File: src/rtl/sb_thres_servo.sv
// sb_thres_servo: closed-loop per-PMT threshold servo for the single-bin trigger.
// Counts threshold crossings over a window of 40 MHz samples and steps each
// THRESn up or down until the count sits inside TARGET +/- TOL.
// Optional feature macro: SB_SERVO_BISECT_EN (per-PMT halving step on reversal).
module sb_thres_servo #(
   parameter int ADC_W    = 12,
   parameter int CNT_W    = 16,
   parameter int WIN_W    = 24,
   parameter int MAX_ITER = 64
) (
   input  logic             CLK120,
   input  logic             RSTN,
   input  logic [1:0]       ENABLE40,
   input  logic [ADC_W-1:0] ADC0,
   input  logic [ADC_W-1:0] ADC1,
   input  logic [ADC_W-1:0] ADC2,
   input  logic             START,
   input  logic             ABORT,
   input  logic [ADC_W-1:0] INIT_THRES,
   input  logic [ADC_W-1:0] STEP,
   input  logic [CNT_W-1:0] TARGET,
   input  logic [CNT_W-1:0] TOL,
   input  logic [WIN_W-1:0] WINDOW,
   output logic [ADC_W-1:0] THRES0,
   output logic [ADC_W-1:0] THRES1,
   output logic [ADC_W-1:0] THRES2,
   output logic             BUSY,
   output logic             DONE,
   output logic [2:0]       LOCKED,
   output logic             FAIL
);

   localparam int IT_W = $clog2(MAX_ITER + 1);
   localparam logic [IT_W-1:0] MAX_IT = IT_W'(MAX_ITER);

   typedef enum logic [2:0] {
      S_IDLE, S_SETTLE, S_MEASURE, S_ADJUST, S_CHECK, S_FINISH
   } state_t;

   state_t                      state_q, state_d;
   logic [1:0]                  en40_q;
   logic [2:0][ADC_W-1:0]       adc_q;
   logic [2:0][ADC_W-1:0]       thres_q, thres_d;
   logic [2:0][CNT_W-1:0]       cnt_q, cnt_d;
   logic [2:0]                  prev_q, prev_d;
   logic [2:0]                  locked_q, locked_d;
   logic                        fail_q, fail_d;
   logic [IT_W-1:0]             iter_q, iter_d;
   logic [WIN_W-1:0]            win_q, win_d;
   logic                        settle_q, settle_d;
   logic [WIN_W-1:0]            window_q, window_d;
   logic [CNT_W-1:0]            target_q, target_d;
   logic [CNT_W-1:0]            tol_q, tol_d;
`ifdef SB_SERVO_BISECT_EN
   logic [2:0][ADC_W-1:0]       pstep_q, pstep_d;
   logic [2:0]                  dir_q, dir_d;    // 1 = last move was up
   logic [2:0]                  dirv_q, dirv_d;  // a last direction exists
   logic [ADC_W-1:0]            stp_h;
`else
   logic [ADC_W-1:0]            step_q, step_d;
`endif

   logic                        strobe;
   logic [ADC_W-1:0]            step_eff;
   logic [CNT_W:0]              hi_band;
   logic                        above, up, dn;
   logic [ADC_W-1:0]            stp;
   logic [ADC_W:0]              sum;

   assign strobe   = (en40_q == 2'd0);
   assign step_eff = (STEP == '0) ? ADC_W'(1) : STEP;
   assign hi_band  = {1'b0, target_q} + {1'b0, tol_q};

   // Local registering of the phase and sample inputs.
   always_ff @(posedge CLK120 or negedge RSTN) begin
      if (!RSTN) begin
         en40_q <= '0;
         adc_q  <= '0;
      end else begin
         en40_q <= ENABLE40;
         adc_q  <= {ADC2, ADC1, ADC0};
      end
   end

   // Next-state and datapath for the servo FSM.
   always_comb begin
      state_d  = state_q;
      thres_d  = thres_q;
      cnt_d    = cnt_q;
      prev_d   = prev_q;
      locked_d = locked_q;
      fail_d   = fail_q;
      iter_d   = iter_q;
      win_d    = win_q;
      settle_d = settle_q;
      window_d = window_q;
      target_d = target_q;
      tol_d    = tol_q;
`ifdef SB_SERVO_BISECT_EN
      pstep_d  = pstep_q;
      dir_d    = dir_q;
      dirv_d   = dirv_q;
      stp_h    = '0;
`else
      step_d   = step_q;
`endif
      above    = 1'b0;
      up       = 1'b0;
      dn       = 1'b0;
      stp      = '0;
      sum      = '0;

      // ABORT outranks everything, including a window that ends this cycle.
      if (ABORT && state_q != S_IDLE) begin
         state_d = S_IDLE;
      end else begin
         case (state_q)
            S_IDLE: begin
               if (START) begin
                  thres_d  = {3{INIT_THRES}};
                  locked_d = '0;
                  fail_d   = 1'b0;
                  iter_d   = '0;
                  cnt_d    = '0;
                  prev_d   = '0;
                  settle_d = 1'b0;
                  win_d    = '0;
                  window_d = (WINDOW == '0) ? WIN_W'(1) : WINDOW;
                  target_d = TARGET;
                  tol_d    = TOL;
`ifdef SB_SERVO_BISECT_EN
                  pstep_d  = {3{step_eff}};
                  dirv_d   = '0;
`else
                  step_d   = step_eff;
`endif
                  state_d  = S_SETTLE;
               end
            end
            S_SETTLE: begin
               prev_d = '0;
               if (strobe) begin
                  settle_d = ~settle_q;
                  if (settle_q) begin
                     win_d   = '0;
                     state_d = S_MEASURE;
                  end
               end
            end
            S_MEASURE: begin
               if (strobe) begin
                  for (int n = 0; n < 3; n++) begin
                     above = adc_q[n] > thres_q[n];
                     if (above && !prev_q[n] && !(&cnt_q[n]))
                        cnt_d[n] = cnt_q[n] + CNT_W'(1);
                     prev_d[n] = above;
                  end
                  if (win_q == window_q - WIN_W'(1)) begin
                     win_d   = '0;
                     state_d = S_ADJUST;
                  end else begin
                     win_d = win_q + WIN_W'(1);
                  end
               end
            end
            S_ADJUST: begin
               // Thresholds only move on a downsample boundary.
               if (strobe) begin
                  for (int n = 0; n < 3; n++) begin
                     if (!locked_q[n]) begin
                        up = {1'b0, cnt_q[n]} > hi_band;
                        dn = ({1'b0, cnt_q[n]} + {1'b0, tol_q}) < {1'b0, target_q};
`ifdef SB_SERVO_BISECT_EN
                        stp = pstep_q[n];
                        if ((up || dn) && dirv_q[n] && (dir_q[n] != up)) begin
                           stp_h = stp >> 1;
                           stp   = (stp_h == '0) ? ADC_W'(1) : stp_h;
                        end
                        pstep_d[n] = stp;
                        if (up || dn) begin
                           dir_d[n]  = up;
                           dirv_d[n] = 1'b1;
                        end
`else
                        stp = step_q;
`endif
                        sum = {1'b0, thres_q[n]} + {1'b0, stp};
                        if (up)
                           thres_d[n] = sum[ADC_W] ? '1 : sum[ADC_W-1:0];
                        else if (dn)
                           thres_d[n] = (thres_q[n] < stp) ? '0 : thres_q[n] - stp;
                        else
                           locked_d[n] = 1'b1;
                     end
                  end
                  iter_d  = iter_q + IT_W'(1);
                  state_d = S_CHECK;
               end
            end
            S_CHECK: begin
               if (locked_q == 3'b111) begin
                  fail_d  = 1'b0;
                  state_d = S_FINISH;
               end else if (iter_q == MAX_IT) begin
                  fail_d  = 1'b1;
                  state_d = S_FINISH;
               end else begin
                  cnt_d    = '0;
                  settle_d = 1'b0;
                  state_d  = S_SETTLE;
               end
            end
            S_FINISH: state_d = S_IDLE;
            default:  state_d = S_IDLE;
         endcase
      end
   end

   // Servo state registers.
   always_ff @(posedge CLK120 or negedge RSTN) begin
      if (!RSTN) begin
         state_q  <= S_IDLE;
         thres_q  <= '0;
         cnt_q    <= '0;
         prev_q   <= '0;
         locked_q <= '0;
         fail_q   <= 1'b0;
         iter_q   <= '0;
         win_q    <= '0;
         settle_q <= 1'b0;
         window_q <= '0;
         target_q <= '0;
         tol_q    <= '0;
`ifdef SB_SERVO_BISECT_EN
         pstep_q  <= '0;
         dir_q    <= '0;
         dirv_q   <= '0;
`else
         step_q   <= '0;
`endif
      end else begin
         state_q  <= state_d;
         thres_q  <= thres_d;
         cnt_q    <= cnt_d;
         prev_q   <= prev_d;
         locked_q <= locked_d;
         fail_q   <= fail_d;
         iter_q   <= iter_d;
         win_q    <= win_d;
         settle_q <= settle_d;
         window_q <= window_d;
         target_q <= target_d;
         tol_q    <= tol_d;
`ifdef SB_SERVO_BISECT_EN
         pstep_q  <= pstep_d;
         dir_q    <= dir_d;
         dirv_q   <= dirv_d;
`else
         step_q   <= step_d;
`endif
      end
   end

   assign THRES0 = thres_q[0];
   assign THRES1 = thres_q[1];
   assign THRES2 = thres_q[2];
   assign BUSY   = (state_q != S_IDLE);
   assign DONE   = (state_q == S_FINISH);
   assign LOCKED = locked_q;
   assign FAIL   = fail_q;

endmodule
File: config.mk
export PLATFORM = sky130hd
export DESIGN_NAME = sb_thres_servo
export DESIGN_NICKNAME = d
export VERILOG_FILES = /design/src/rtl/sb_thres_servo.sv
export SDC_FILE = /design/constraint.sdc
export NUM_CORES = 1
export LEC_CHECK = 0
export BUFFER_PORTS_ARGS = -buffer_cell sky130_fd_sc_hd__buf_4
export CORE_MARGIN = 2
export CORE_UTILIZATION = 60
export CTS_BUF_LIST = sky130_fd_sc_hd__clkbuf_4 sky130_fd_sc_hd__clkbuf_8
export DETAILED_ROUTE_END_ITERATION = 8
export PLACE_DENSITY = 0.8
export REMOVE_ABC_BUFFERS = 1
export SYNTH_ARGS = -nofsm -noshare
export SYNTH_HDL_FRONTEND = slang
export SYNTH_SLANG_ARGS = --single-unit
File: constraint.sdc
create_clock -name CLK120 -period 6 [get_ports CLK120]
set_clock_uncertainty 0.1 [all_clocks]
set_input_delay 0 -clock CLK120 [delete_from_list [all_inputs] [get_ports CLK120]]
set_output_delay 0 -clock CLK120 [all_outputs]
set_load 0.05 [all_outputs]
==> results by group <==
Status
  – Status: finished clean

Global routing
  – Largest net degree at the start of global routing: 85
  – Vias in the first global route: 19,570
  – Initial antenna violation count: 2
  – GRT Util Overall: 39.3%
  – Global route overflow: 0
  – First-pass GRT wire length: 105 mm

Power and ir drop
  – Sequential share of power: 20.4%
  – Power Density: approximately 500 nW/um^2
  – Sw power: 6.51 mW
  – Max VDD drop: 0.000447 V
  – P_leak: 11.8 nW
  – Comb power frac: between 60% and 70%
  – Sw Ratio: 52.0%
  – Clock power frac: 14.1%
  – Cell Int Power: roughly 6 mW

STA
  – Fmax: 180 MHz
  – Post-route clock period utilization: between 90% and 100%
  – Min Tclk post-route: roughly 5.6 ns
  – Max-slew headroom: 13.6%
  – Setup TNS Final: 0 ns
  – Slew Viols, Final: 0
  – Final setup viols: 0
  – Final hold violation count: 0
  – Slew @ Worst Pin: between 1 and 1.5 ns
  – RSZ-0062 raised after global routing: no
  – WHS: ~0.021 ns

Floorplanning
  – Die height: 186 microns
  – DIE AREA: about 35,000 sq um
  – Core area: about 33,000 sq um
  – Starting density of the core: 61.0%
  – Die width: 186 microns
  – Row count: 66
  – Io pins: 164

Layout
  – Layout cells sized above 1: 10.9%
  – Final Non-Filler Cells: 3,161
  – Area of the multi-input gates: 13,300 sq um
  – Nets: 3,085
  – Layout Area Growth over Synthesis: 22.7%
  – Fill cells: 2,308
  – Register area: 5810 sq um

Detailed routing
  – Final WL: 67.8 mm
  – Post-DR wirelength/cell: roughly 21 microns
  – Drt first-iter violations: 2,075
  – Vias per cell: 6.34
  – First drt pass iteration count: 7
  – Residual DRC count: 0
  – ANT nets after route: 0
  – Vias post-DR: around 20,000

Setup path
  – Highest net fanout along the worst path: 12
  – Reg2reg start: cnt_q[1]$_DFFE_PN0P_
  – CP arrival: 6.01 ns
  – Worst setup path class: flop to flop
  – Worst EP required: about 6.5 ns
  – CP Launch Type: flop
  – CP endpoint kind: flop
  – CP startpoint: cnt_q[1]$_DFFE_PN0P_

CTS
  – Number of setup buffers added after CTS: 0
  – CTS Sinks: 232
  – Clock edge transition at the registers on the reported setup and hold paths: approximately 0.060 ns
  – CTS root buf: clkbuf_8
  – Clock latency on the worst-skew pair: 0.66 ns
  – CTS tree: yes
  – Max Buffers Root-to-Sink: 3
  – Post-CTS Resized: 0
  – Num CTS Buffers: 44
  – H-tree depth: 2

Synth
  – Count leader, synth: ha_1
  – Ys async rst share: 100%
  – Share of the synthesized area in the top cell type: 29.2%
  – EDFF count, synth: 0
  – Dominant cell type by area after synthesis: dfrtp_1
  – Synthesized area: 19,900 sq um
  – Post-synth cell types: 87
  – Synthesized flop and latch total: 232
  – Main synth FF type: dfrtp_1
  – Ys Warns: 0
  – Post-synth top cells: ha_1, nand2_1, dfrtp_1
  – Syn Area/Cell: roughly 8.5 sq um
  – Largest cells by area after synthesis: dfrtp_1, ha_1, nand2_1, o21ai_0, xnor2_1
  – Register area share after synthesis: 29.2%
  – Mapped Cells: ~2,300

Place
  – Port bufs: 163
  – Post-Place Cells: 2,893
  – GPL Wtd Cong: 0.982
  – DPL Wire Length: approximately 48 mm

Job
  – Number of max-cap violations: 0

Min path
  – Hold Crit Start: TOL[9]
  – Hold WC Path Type: input port to flop
-- power groups by stage --
stage                     clock network, mW  registers, mW  logic [mW]
after floorplan                           0           2.72        5.27
after global placement                    0           2.52        7.61
after detailed placement                  0           2.53        7.79
after CTS                              1.76           2.51        7.94
after global routing                   1.84           2.58        8.99
final                                  1.76           2.55        8.21
-- final cells by class --
type	instances	share of cell area [%]
multi-input combinational	1897	54.3
sequential	232	23.8
timing repair buffer	372	13.5
clock buffer	67	3.42
tap	442	2.27
inverter	140	2.15
clock inverter	10	0.528
antenna	1	0.0103
-- per-stage QoR --
stage               setup WS (ns)  cell area (sq um)  utilization (%)  total power [mW]
global placement            0.722              21500             66.0              10.1
global route               0.0567              24400             74.8              13.4
floorplan                   0.393              19600                -              8.00
CTS                         0.506              24400             74.8              12.2
finish                      0.448              24400             74.8              12.5
detailed placement          0.515              21500             66.0              10.3
-- flip-flops by register name, summed over array words and instances (netlist names), 2 cells and up --
name      cells
prev_q        3
THRES2       12
tol_q        16
en40_q        2
THRES0       12
step_q       12
win_q        24
LOCKED        3
adc_q        36
state_q       3
window_q     24
THRES1       12
target_q     16
cnt_q        48
iter_q        7
-- worst paths after layout --
path	end	slack (ns)	cells past startpoint
max in group asynchronous	adc_q[4]$_DFF_PN0_	4.13	4
min in group asynchronous	LOCKED[2]$_DFFE_PN0P_	0.40	3
setup reg to reg	THRES0[2]$_DFFE_PN0P_	0.45	19
setup / recovery	THRES0[2]$_DFFE_PN0P_	0.45	19
hold / removal	tol_q[9]$_DFFE_PN0P_	0.02	4
hold reg to reg	prev_q[1]$_DFFE_PN0P_	0.40	2
-- cells by family after synthesis --
| kind of cell | count (synthesis) | synth area share, % |
|---|---|---|
| and+or+nand+nor | 862 | 21.6 |
| buffers and inverters | 214 | 4.14 |
| adders and majority gates | 279 | 17.9 |
| DFF | 232 | 29.2 |
| xor gates and xnor gates | 133 | 5.90 |
| muxes | 14 | 0.717 |
| AOI/OAI and AO/OA | 609 | 20.5 |
-- worst max-delay path, stage by stage, from the launching register on --
cell and delay, ns:
dfrtp_1 0.48, ha_1 0.33, a21o_1 0.15, a21oi_1 0.12, nor2b_1 0.12, o21ai_0 0.10
a21oi_1 0.20, a41oi_1 0.20, a211oi_1 0.57, and2_1 0.24, o21ai_0 0.10, a221oi_1 0.30
ha_1 0.28, o21a_1 0.18, o21ai_0 0.14, a31oi_1 0.07, a211o_1 0.35, a211oi_4 0.53
or2_0 0.65, mux2i_1 0.28
-- cells in the final DEF (no fill, tap or decap), types with 10 or more instances in the layout --
cell and count:
nor3_1 65, dlygate4sd3_1 189, nor4_1 24, and3_1 42, xnor2_1 82, xor2_1 50, nand2b_1 21, and4_1 10
nand2_1 257, or2_2 10, a21o_1 64, ha_1 266, nor2_1 170, or4_1 10, a211o_1 13, a211oi_1 22
clkbuf_4 14, a21oi_1 126, inv_1 140, o31ai_1 17, nand4_1 44, nand3_1 70, nand3b_1 10, nor2b_1 35
and2_1 25, o21ai_0 146, nor3b_1 24, mux2i_1 12, or3_1 25, dfrtp_1 232, o21bai_1 25, a31oi_1 25
o221ai_1 15, fa_1 10, o21a_1 33, buf_4 181, clkbuf_8 53, o211ai_1 25, a2111oi_0 10
-- routing by layer --
| metal | GRT usage [%] | up-vias | part of all wire [%] |
|---|---|---|---|
| li1 | - | 9219 | - |
| met1 | 51.8 | 9650 | 41 |
| met2 | 62.3 | 955 | 45 |
| met3 | 9.80 | 211 | 9.8 |
| met4 | 15.2 | 2 | 3.9 |
| met5 | 0 | - | 0.022 |
-- what timing repair did --
item                                   4_1_cts  5_1_grt
setup endpoints to repair                    0        0
hold buffers                               190        0
endpoints found under the hold margin      270        0
No activity file was read; power rests on OpenSTA's default activity.
